[src/rtl/adc_bitstream_capture_if.sv]
// Word stream from the ADC capture front end to the blockram writer.
// Valid/ready handshake carrying one 32-bit channel word per transfer.
interface adc_bitstream_capture_if;
  logic [31:0] word_dat_o;
  logic [1:0]  word_ch_o;
  logic        word_valid_o;
  logic        word_ready_i;

  modport master (
    output word_dat_o,
    output word_ch_o,
    output word_valid_o,
    input  word_ready_i
  );

  modport slave (
    input  word_dat_o,
    input  word_ch_o,
    input  word_valid_o,
    output word_ready_i
  );
endinterface

[src/rtl/adc_bitstream_capture.sv]
// Captures four ADC bitstreams plus bit clock, deserialises 32-bit words
// LSB-first and streams buffered 4-channel frames one word at a time.
module adc_bitstream_capture #(
  parameter int SYNC_STAGES = 2,
  parameter int FIFO_AW     = 2
) (
  input  logic               wb_clk_i,
  input  logic               reset,
  input  logic               enable,
  input  logic               adc_clk,
  input  logic               adc_a,
  input  logic               adc_b,
  input  logic               adc_c,
  input  logic               adc_d,
  adc_bitstream_capture_if.master word_if,
  input  logic               overflow_clr_i,
  output logic               overflow_o,
  output logic [7:0]         drop_cnt_o,
  output logic [FIFO_AW:0]   fifo_level_o
);

  localparam int DEPTH = 1 << FIFO_AW;

  // bit 4 = adc_clk, bits 3..0 = channels a..d, all through one chain
  logic [4:0]         r_sync [SYNC_STAGES];
  logic               r_clk_d;
  logic [31:0]        r_sh_a, r_sh_b, r_sh_c, r_sh_d;
  logic [4:0]         r_bit_cnt;
  logic [127:0]       r_mem [DEPTH];
  logic [FIFO_AW-1:0] r_wr, r_rd;
  logic [FIFO_AW:0]   r_level;
  logic [1:0]         r_ch;
  logic               r_valid;
  logic               r_ovf;
  logic [7:0]         r_drop;

  logic [4:0]         w_s;
  logic               w_edge, w_done, w_full;
  logic               w_xfer, w_pop, w_push, w_drop;
  logic [31:0]        w_sh_a, w_sh_b, w_sh_c, w_sh_d;
  logic [FIFO_AW:0]   w_level_nxt;
  logic [127:0]       w_head;
  logic [31:0]        w_word;

  always_ff @(posedge wb_clk_i or posedge reset) begin
    if (reset) begin
      for (int i = 0; i < SYNC_STAGES; i++) r_sync[i] <= '0;
      r_clk_d <= 1'b0;
    end else begin
      r_sync[0] <= {adc_clk, adc_a, adc_b, adc_c, adc_d};
      for (int i = 1; i < SYNC_STAGES; i++) r_sync[i] <= r_sync[i-1];
      r_clk_d <= w_s[4];
    end
  end

  assign w_s    = r_sync[SYNC_STAGES-1];
  assign w_edge = w_s[4] & ~r_clk_d;

  assign w_sh_a = {w_s[3], r_sh_a[31:1]};
  assign w_sh_b = {w_s[2], r_sh_b[31:1]};
  assign w_sh_c = {w_s[1], r_sh_c[31:1]};
  assign w_sh_d = {w_s[0], r_sh_d[31:1]};

  always_ff @(posedge wb_clk_i or posedge reset) begin
    if (reset) begin
      r_sh_a    <= '0;
      r_sh_b    <= '0;
      r_sh_c    <= '0;
      r_sh_d    <= '0;
      r_bit_cnt <= '0;
    end else if (!enable) begin
      r_sh_a    <= '0;
      r_sh_b    <= '0;
      r_sh_c    <= '0;
      r_sh_d    <= '0;
      r_bit_cnt <= '0;
    end else if (w_edge) begin
      r_sh_a    <= w_sh_a;
      r_sh_b    <= w_sh_b;
      r_sh_c    <= w_sh_c;
      r_sh_d    <= w_sh_d;
      r_bit_cnt <= r_bit_cnt + 5'd1;
    end
  end

  // a full FIFO still takes a frame when its last word leaves this cycle
  assign w_done = w_edge & enable & (r_bit_cnt == 5'd31);
  assign w_full = (r_level == (FIFO_AW+1)'(DEPTH));
  assign w_xfer = r_valid & word_if.word_ready_i;
  assign w_pop  = w_xfer & (r_ch == 2'd3);
  assign w_push = w_done & (~w_full | w_pop);
  assign w_drop = w_done & ~w_push;

  assign w_level_nxt = r_level + (FIFO_AW+1)'(w_push)
                               - (FIFO_AW+1)'(w_pop);

  always_ff @(posedge wb_clk_i) begin
    if (w_push) r_mem[r_wr] <= {w_sh_a, w_sh_b, w_sh_c, w_sh_d};
  end

  always_ff @(posedge wb_clk_i or posedge reset) begin
    if (reset) begin
      r_wr    <= '0;
      r_rd    <= '0;
      r_level <= '0;
      r_ch    <= '0;
      r_valid <= 1'b0;
    end else begin
      r_wr    <= r_wr + FIFO_AW'(w_push);
      r_rd    <= r_rd + FIFO_AW'(w_pop);
      r_level <= w_level_nxt;
      if (w_xfer) r_ch <= r_ch + 2'd1;
      // rises one cycle after the level does, drops with the last pop
      r_valid <= (r_level != '0) && (w_level_nxt != '0);
    end
  end

  always_ff @(posedge wb_clk_i or posedge reset) begin
    if (reset) begin
      r_ovf  <= 1'b0;
      r_drop <= '0;
    end else begin
      if (w_drop) r_ovf <= 1'b1;
      else if (overflow_clr_i) r_ovf <= 1'b0;
      if (w_drop && r_drop != 8'hFF) r_drop <= r_drop + 8'd1;
    end
  end

  assign w_head = r_mem[r_rd];

  always_comb begin
    w_word = '0;
    unique case (r_ch)
      2'd0: w_word = w_head[127:96];
      2'd1: w_word = w_head[95:64];
      2'd2: w_word = w_head[63:32];
      2'd3: w_word = w_head[31:0];
    endcase
  end

  assign word_if.word_dat_o   = r_valid ? w_word : 32'd0;
  assign word_if.word_ch_o    = r_ch;
  assign word_if.word_valid_o = r_valid;
  assign overflow_o           = r_ovf;
  assign drop_cnt_o           = r_drop;
  assign fifo_level_o         = r_level;

endmodule
[src/flat_wrapper.sv]
// flat-port wrapper written by rule: the top's interface ports become plain ports
module adc_bitstream_capture_flat 
#(
  parameter int SYNC_STAGES = 2,
  parameter int FIFO_AW     = 2
)
  (wb_clk_i, reset, enable, adc_clk, adc_a, adc_b, adc_c, adc_d, overflow_clr_i, overflow_o, drop_cnt_o, fifo_level_o, word_if_word_dat_o, word_if_word_ch_o, word_if_word_valid_o, word_if_word_ready_i);
  adc_bitstream_capture_if word_if_i ();
  input  logic wb_clk_i;
  input  logic reset;
  input  logic enable;
  input  logic adc_clk;
  input  logic adc_a;
  input  logic adc_b;
  input  logic adc_c;
  input  logic adc_d;
  input  logic overflow_clr_i;
  output logic overflow_o;
  output logic [7:0] drop_cnt_o;
  output logic [FIFO_AW:0] fifo_level_o;
  output wire logic [$bits(word_if_i.word_dat_o)-1:0] word_if_word_dat_o;
  output wire logic [$bits(word_if_i.word_ch_o)-1:0] word_if_word_ch_o;
  output wire logic [$bits(word_if_i.word_valid_o)-1:0] word_if_word_valid_o;
  input wire logic [$bits(word_if_i.word_ready_i)-1:0] word_if_word_ready_i;
  assign word_if_word_dat_o = word_if_i.word_dat_o;
  assign word_if_word_ch_o = word_if_i.word_ch_o;
  assign word_if_word_valid_o = word_if_i.word_valid_o;
  assign word_if_i.word_ready_i = word_if_word_ready_i;
  adc_bitstream_capture #(.SYNC_STAGES(SYNC_STAGES), .FIFO_AW(FIFO_AW)) u_core (.wb_clk_i(wb_clk_i), .reset(reset), .enable(enable), .adc_clk(adc_clk), .adc_a(adc_a), .adc_b(adc_b), .adc_c(adc_c), .adc_d(adc_d), .word_if(word_if_i), .overflow_clr_i(overflow_clr_i), .overflow_o(overflow_o), .drop_cnt_o(drop_cnt_o), .fifo_level_o(fifo_level_o));
endmodule
[config.mk]
export PLATFORM = sky130hd
export DESIGN_NAME = adc_bitstream_capture_flat
export DESIGN_NICKNAME = d
export VERILOG_FILES = /design/src/rtl/adc_bitstream_capture_if.sv /design/src/rtl/adc_bitstream_capture.sv /design/src/flat_wrapper.sv
export SDC_FILE = /design/constraint.sdc
export NUM_CORES = 1
export LEC_CHECK = 0
export CELL_PAD_IN_SITES_DETAIL_PLACEMENT = 1
export CELL_PAD_IN_SITES_GLOBAL_PLACEMENT = 1
export CORE_MARGIN = 2
export CORE_UTILIZATION = 41
export DETAILED_ROUTE_END_ITERATION = 16
export GPL_ROUTABILITY_DRIVEN = 0
export GPL_TIMING_DRIVEN = 1
export PLACE_DENSITY = 0.65
export SLEW_MARGIN = 0
export SYNTH_ARGS = -nofsm -noshare
export SYNTH_HDL_FRONTEND = slang
export SYNTH_SLANG_ARGS = --single-unit
[constraint.sdc]
create_clock -name wb_clk_i -period 12.03 [get_ports wb_clk_i]
set_input_delay 2.406 -clock wb_clk_i [delete_from_list [all_inputs] [get_ports wb_clk_i]]
set_output_delay 2.406 -clock wb_clk_i [all_outputs]
set_load 0.02 [all_outputs]
# Yosys cells after proc, flatten, opt, wreduce, memory -nomap -nowiden
# Memory sizes are Yosys's and may differ from the RTL's.
# Cells that the tools add are included.
# classes
n_eq_ne	7
n_addsub	7
n_mux	16
reduce_logical	6
bitwise	11
# op_table
cell	count
$mux W32	9
$pmux W32 S4	1
$mux W5	2
$add A8 B1 Y8 const B	1
$ne A8 B8 Y1 const B	1
$and A1 B1 Y1	7
$reduce_bool A3 Y1	2
$add A5 B1 Y5 const B	1
$eq A5 B5 Y1 const B	1
$add A2 B1 Y2	2
$eq A2 B2 Y1 const B	2
$mux W1	4
$add A3 B1 Y3	1
$eq A3 B3 Y1 const B	1
$not A1 Y1	3
$sub A3 B1 Y3	1
$add A2 B1 Y2 const B	1
$eq A2 B1 Y1 const B	1
$logic_and A1 B1 Y1	2
$logic_not A2 Y1	1
$ne A2 B1 Y1 const B	1
$reduce_bool A2 Y1	1
$or A1 B1 Y1	1
# word_totals
ff_bits	163
mem_count	1
output_inout_bits	47
ram_bits	512
# memory_table
name	depth	width	read_ports	rd_clocked_by_memory_dff	write_ports	line	rtl
u_core.r_mem	4	128	1	0	1	adc_bitstream_capture.sv:29	logic [127:0] r_mem [DEPTH];

# Logic depth before layout (Yosys ltp)
# Gate-level depths: netlist of the first run.
# depth
ltp_word	9
ltp_mapped	11
mapped_depth_nobuf	11

# Least setup slack after synthesis of the first run
# No wires, ideal clock.
# synth_path
kind	input-to-reg
startpoint	in word_if_word_ready_i
endpoint	mem u_core.r_mem[0][0], enable pin
t_arrival_ns	12.284
setup_ns	0.798
stages	3
setup_slack_ns	-1.052
required_ns	11.232
n_path_buf	0
cell_sequence	nand3_1 > a311oi_2 > nor3b_1
# synth_via
elab_chain_cells	6
# synth_lines
element	line	rtl
start, declared	flat_wrapper.sv:24	input wire logic [$bits(word_if_i.word_ready_i)-1:0] word_if_word_ready_i;
$and A1 B1 Y1	adc_bitstream_capture.sv:89	assign w_xfer = r_valid & word_if.word_ready_i;
$and A1 B1 Y1	adc_bitstream_capture.sv:90	assign w_pop = w_xfer & (r_ch == 2'd3);
$or A1 B1 Y1	adc_bitstream_capture.sv:91	assign w_push = w_done & (~w_full | w_pop);
$and A1 B1 Y1	adc_bitstream_capture.sv:91	
$mux W1	adc_bitstream_capture.sv:98	if (w_push) r_mem[r_wr] <= {w_sh_a, w_sh_b, w_sh_c, w_sh_d};
$mux W1 (implied by the code)	adc_bitstream_capture.sv:98	
end, declared	adc_bitstream_capture.sv:29	
# Every way passes these cells.

# Final worst setup path of the first run
# layout_path
startpoint	reg u_core.r_rd[0]
endpoint	out word_if_word_dat_o[30]
# layout_via
elab_chain_cells	3
# layout_lines
element	line	rtl
start, declared	adc_bitstream_capture.sv:30	logic [FIFO_AW-1:0] r_wr, r_rd;
start signal, assigned	adc_bitstream_capture.sv:110	r_rd <= r_rd + FIFO_AW'(w_pop);
$mem_v2 Z4 W128	n/a	
$pmux W32 S4	adc_bitstream_capture.sv:133	unique case (r_ch)
$mux W32	adc_bitstream_capture.sv:141	assign word_if.word_dat_o = r_valid ? w_word : 32'd0;
end, declared	flat_wrapper.sv:21	output wire logic [$bits(word_if_i.word_dat_o)-1:0] word_if_word_dat_o;
# Every way passes these cells.

==> results.json, run 1 <==
{
  "timing.rr.end": "u_core.r_mem[2][61]",
  "die_w_um": 256,
  "grt_overflow": 0,
  "path_clk_slew_ps": 60,
  "synth_edf_count": 512,
  "via_per_inst": 5.45,
  "netlist.area_leader.share_pct": 58.9,
  "final_net_count": 1720,
  "grt_pass1_vias": 15400,
  "htree_levels": 3,
  "dpl.hpwl_um": 33300,
  "status": "completed",
  "ys_async_sr_fraction_pct": 23.7,
  "die-area_mm2": 0.0657,
  "worst_hold_path_type": "flop to flop",
  "core_area_mm2": 0.0630,
  "drv_slew": 0,
  "syn_to_final_growth_pct": 13.8,
  "tns_ps": 0,
  "cp.required_ps": 9620,
  "timing.final.crit_share_pct": 58.9,
  "cts_sinks": 671,
  "fmax_mhz": 141,
  "r2r_cells": 5,
  "maxCapViolCount": 0,
  "rsz0062_at_grt": "false",
  "drc": 0,
  "crit_type": "flop to output port",
  "hold_buffers": 0,
  "reg2reg_slack_ps": 7590,
  "grt_usage_pct": 19.6,
  "endpoint_kind": "output port",
  "routed_wl_um": 63700,
  "period_needed_ps": 7090,
  "cts_root_buffer": "clkbuf_16",
  "grt_first_pass_wirelength_um": 97500,
  "hold-path-endpoint": "u_core.w_s[2]",
  "arrival_ps": 4680,
  "drive_gt1_share_pct": 9.75,
  "finClkSkew_ps": 19.6,
  "hold_violations": 0,
  "syn_area_mm2": 0.0261,
  "min_from": "u_core.r_sync[7]",
  "ys_top_cells_by_count": "edfxtp_1, nand2_1, mux2i_1, dfrtp_1, a21boi_0",
  "yosys-top-cells-area": "edfxtp_1, dfrtp_1, mux2i_1",
  "vias": 14200,
  "vdd_drop_max_mv": 0.142,
  "postRouteAntennaNets": 0,
  "register_area_mm2": 0.0194,
  "antenna_found_initial": 2,
  "clk_latency_ps": 600,
  "rows": 92,
  "grt_max_degree": 129,
  "critPathLaunchType": "flop",
  "multi_input_comb_area_mm2": 0.00627,
  "yosysTopAreaCell": "edfxtp_1",
  "start_util_pct": 41.5,
  "cts_tree": "done",
  "leakagePower_nw": 10.6,
  "io_pins": 57,
  "maxSlewHeadroom_pct": 19.4,
  "fillers": 6060,
  "ys_seq_area_share_pct": 74.1,
  "post_cts_buffers": 0,
  "cts_buffers": 69,
  "cts-resized-gates": 0,
  "port_buffers": 56,
  "syn_inst": 1648,
  "synth_nets": 1670,
  "first_iter_violations": 1064,
  "synth.distinct_cells": 41,
  "die_y_um": 256,
  "r2r-start": "u_core.r_clk_d",
  "hold-worst-slack_ps": 355,
  "diodes": 0,
  "p_per_area_mw_per_mm2": 214,
  "drt_pass1_iterations": 7,
  "min_delay_path_depth": 0,
  "worst_pin_slew_ps": 1210,
  "avgRoutedWirePerCell_um": 24.5,
  "synth_warnings": 0,
  "syn_area_per_cell_um2": 15.8,
  "synth_seq_cells": 671,
  "cts_buffer_depth": 3,
  "cp_max_fo": 118,
  "yosysMostFrequentCell": "edfxtp_1",
  "setup_viol": 0,
  "synthFlopType": "edfxtp_1"
}
## placed cells by master (no fill, tap or decap), drive strengths merged, types with 35 or more instances in the layout
cell type | Yosys | final
clkbuf | 39 | 103
nor3 | 35 | 35
o22ai | 96 | 96
mux2i | 192 | 192
edfxtp | 512 | 512
a21boi | 126 | 126
dfrtp | 159 | 159
clkdlybuf4s50 | 0 | 55
nand2 | 262 | 262
## final cells by class
type	count	share of cell area (%)
Clock buffer	103	6.62
Clock inverter	24	0.821
Inverter	10	0.152
Multi-Input combinational cell	868	21.1
Sequential cell	671	65.2
Tap cell	846	3.56
Timing Repair Buffer	78	2.56
## stage by stage
stage / power, mW / worst slack (ps) / instances / utilization [%] / cell area (um^2)
finish: 6.35 / 4940 / 2600 / 47.2 / 29700
global route: 6.60 / 4750 / 2600 / 47.2 / 29700
CTS: 6.42 / 4960 / 2600 / 47.2 / 29700
detailed placement: 4.31 / 5620 / 2473 / 43.7 / 27500
global placement: 4.30 / 5600 / 2473 / 43.7 / 27500
floorplan: 3.63 / 3060 / 1648 / - / 26100
## layer usage
layer	up-vias	wire, um	track usage [%]
met4	0	1390	5.47
met2	304	30600	32.0
met1	7461	28800	27.3
met5	-	0	0
met3	99	2870	3.26
li1	6307	-	-
## logic make-up after synthesis
logic type	synth area share [%]
AND/OR/NAND/NOR	5.23
XOR/XNOR	0.470
multiplexers	10.2
AO/OA/AOI/OAI	7.32
buffers and inverters	2.01
adder cells (fa/ha/maj)	0.604
flip-flops	74.1
## worst max-delay path by stage
stage | slack, ps | endpoint | start
finish | 4940 | word_if_word_dat_o[30] | u_core.r_rd[0]
global placement | 5600 | word_if_word_dat_o[29] | u_core.r_rd[0]
CTS | 4960 | word_if_word_dat_o[30] | u_core.r_rd[0]
global route | 4750 | word_if_word_dat_o[29] | u_core.r_rd[0]
floorplan | 3060 | u_core.r_mem[1][0] | word_if_word_ready_i
detailed placement | 5620 | word_if_word_dat_o[29] | u_core.r_rd[0]
## registers in the layout, indices dropped and copies added (netlist names)
register,cells
u_core.w_s,5
u_core.r_sh_d,31
u_core.r_sh_c,31
u_core.word_if.word_valid_o,1
u_core.r_sync,5
u_core.r_mem,512
u_core.overflow_o,1
u_core.drop_cnt_o,8
u_core.r_sh_b,31
u_core.r_clk_d,1
u_core.r_sh_a,31
u_core.r_bit_cnt,5
u_core.word_if.word_ch_o,2
u_core.r_rd,2
u_core.r_wr,2
u_core.fifo_level_o,3
## worst max-delay path, stage by stage (launching register included)
cell,delay [ps]
dfrtp_4,1150
buf_12,730
mux2i_1,290
o22ai_1,110
nor3_1,740
a21oi_1,280
clkdlybuf4s50_1,630
## power by group
group          internal (mW)  switching (mW)
registers               2.49          0.0850
logic                  0.666            1.02
clock network           1.22           0.874
total                   4.38            1.97
Note: power is estimated with default switching activity, not from simulation.
==> inputs of run 2 (changes only) <==
Clock period 12.03 ns to 6.5 ns, I/O delays scaled along.
==> run 2 against run 1 <==
  * Count of clock-buffer cells in the layout down 8
  * Flip-flop and latch count unchanged
  * Die area stayed put
  * Critical path type unchanged
  * Highest routed layer is now met5
==> results.json, run 2 (synthesis gave the netlist of run 1 again) <==
{
  "cts_buffers": 67,
  "grt_overflow": 0,
  "rows": 92,
  "dpl.cell_count": 2490,
  "final_common_cell": "edfxtp_1",
  "path_clk_slew_ps": 60,
  "tns_ps": 0,
  "worst_pin_slew_ps": 1090,
  "via_per_inst": 5.39,
  "drive_gt1_share_pct": 10.7,
  "hold_violations": 0,
  "cp.required_ps": 5200,
  "cts_root_buffer": "clkbuf_16",
  "setup_viol": 0,
  "regMostFlops": "u_core.r_mem",
  "first_iter_violations": 1165,
  "grt_pass1_vias": 15400,
  "postRouteAntennaNets": 0,
  "cts_buffer_depth": 3,
  "maxSlewHeadroom_pct": 27.1,
  "vias": 14100,
  "rsz0062_at_grt": "false",
  "cp_max_fo": 36,
  "cts_sinks": 671,
  "crit_start": "u_core.r_rd[0]",
  "drv_slew": 0,
  "dpl.hpwl_um": 34700,
  "worst_hold_path_type": "flop to flop",
  "io_pins": 57,
  "crit_type": "flop to output port",
  "vdd_drop_max_mv": 0.245,
  "die_y_um": 256,
  "fin_cells": 2609,
  "endpoint_kind": "output port",
  "grt_first_pass_wirelength_um": 96400,
  "reg2reg_slack_ps": 3190,
  "hold_buffers": 0,
  "timing.final.crit_share_pct": 78.9,
  "critPathLaunchType": "flop",
  "port_buffers": 56,
  "fin_ws_ps": 1370,
  "fmax_mhz": 195,
  "htree_levels": 3,
  "drc": 0,
  "drt_pass1_iterations": 6,
  "status": "completed",
  "final_net_count": 1735,
  "cts-resized-gates": 0,
  "die_w_um": 256,
  "diodes": 0,
  "die-area_mm2": 0.0657,
  "p_per_area_mw_per_mm2": 391,
  "avgRoutedWirePerCell_um": 23.9,
  "period_needed_ps": 5130,
  "hold-worst-slack_ps": 349,
  "grt_usage_pct": 19.2,
  "largest_reg_flops": 512,
  "layout_common_cells": "edfxtp_1, nand2_1, mux2i_1",
  "leakagePower_nw": 10.6,
  "dpl_worst_slack_ps": 1930,
  "antenna_found_initial": 2,
  "min_from": "u_core.r_sync[9]",
  "cts_tree": "done",
  "start_util_pct": 41.5,
  "core_area_mm2": 0.0630,
  "post_cts_buffers": 0,
  "arrival_ps": 3830,
  "finClkSkew_ps": 16.6,
  "routed_wl_um": 62400,
  "grt_max_degree": 92,
  "r2r-start": "u_core.word_if.word_valid_o",
  "maxCapViolCount": 0,
  "syn_to_final_growth_pct": 14.3,
  "clk_latency_ps": 590
}
run 2: cell count changes in the layout (fill, tap and decap cells not counted), sizes merged:
| cell | delta |
|---|---|
| inv | -1 |
| buf | +17 |
| clkbuf | -8 |
| clkinv | +1 |
run 2: worst max-delay path, cell delays in order (launching register included):
cell,delay (ps)
dfrtp_4,930
buf_4,550
mux2i_1,250
o22ai_1,170
nor3_1,520
a21oi_1,160
clkdlybuf4s50_1,570
run 2: per-stage QoR:
stage | power (mW) | utilization (%) | cell area [um^2]
3_5_place_dp | 7.97 | 44.0 | 27700
4_1_cts | 11.8 | 47.4 | 29800
5_1_grt | 12.1 | 47.4 | 29800
2_1_floorplan | 6.71 | - | 26100
6_report | 11.7 | 47.4 | 29800
3_3_place_gp | 7.95 | 44.0 | 27700
run 2: area by class of cell:
| class | instances | area (um^2) |
|---|---|---|
| clock buffers | 95 | 1940 |
| clock inverters | 24 | 219 |
| fillers | 6087 | 33100 |
| inverters | 10 | 45.0 |
| multi-input cells | 868 | 6270 |
| flip-flops and latches | 671 | 19400 |
| well taps | 846 | 1060 |
| repair buffers | 95 | 951 |
run 2: path summary, 6_finish.rpt:
| kind | endpoint | cells after the start |
|---|---|---|
| max | word_if_word_dat_o[19] | 6 |
| min | u_core.w_s[4] | 0 |
| max reg2reg | u_core.r_mem[2][51] | 4 |
| min reg2reg | u_core.w_s[4] | 0 |
| max in group asynchronous | u_core.r_sh_d[20] | 3 |
| min in group asynchronous | u_core.r_sh_a[4] | 2 |
run 2: power breakdown:
| group | switching [mW] | internal [mW] | total (mW) | leakage [nW] |
|---|---|---|---|---|
| clock | 1.58 | 2.24 | 3.82 | 1.06 |
| sequential | 0.127 | 4.60 | 4.73 | 6.91 |
| combinational | 1.86 | 1.28 | 3.13 | 2.66 |
run 2: per-layer routing:
metal / track usage [%] / routed length, um
met3: 3.58 / 3130
met1: 27.5 / 28800
met4: 5.10 / 1240
met5: 0 / 13
met2: 30.3 / 29300
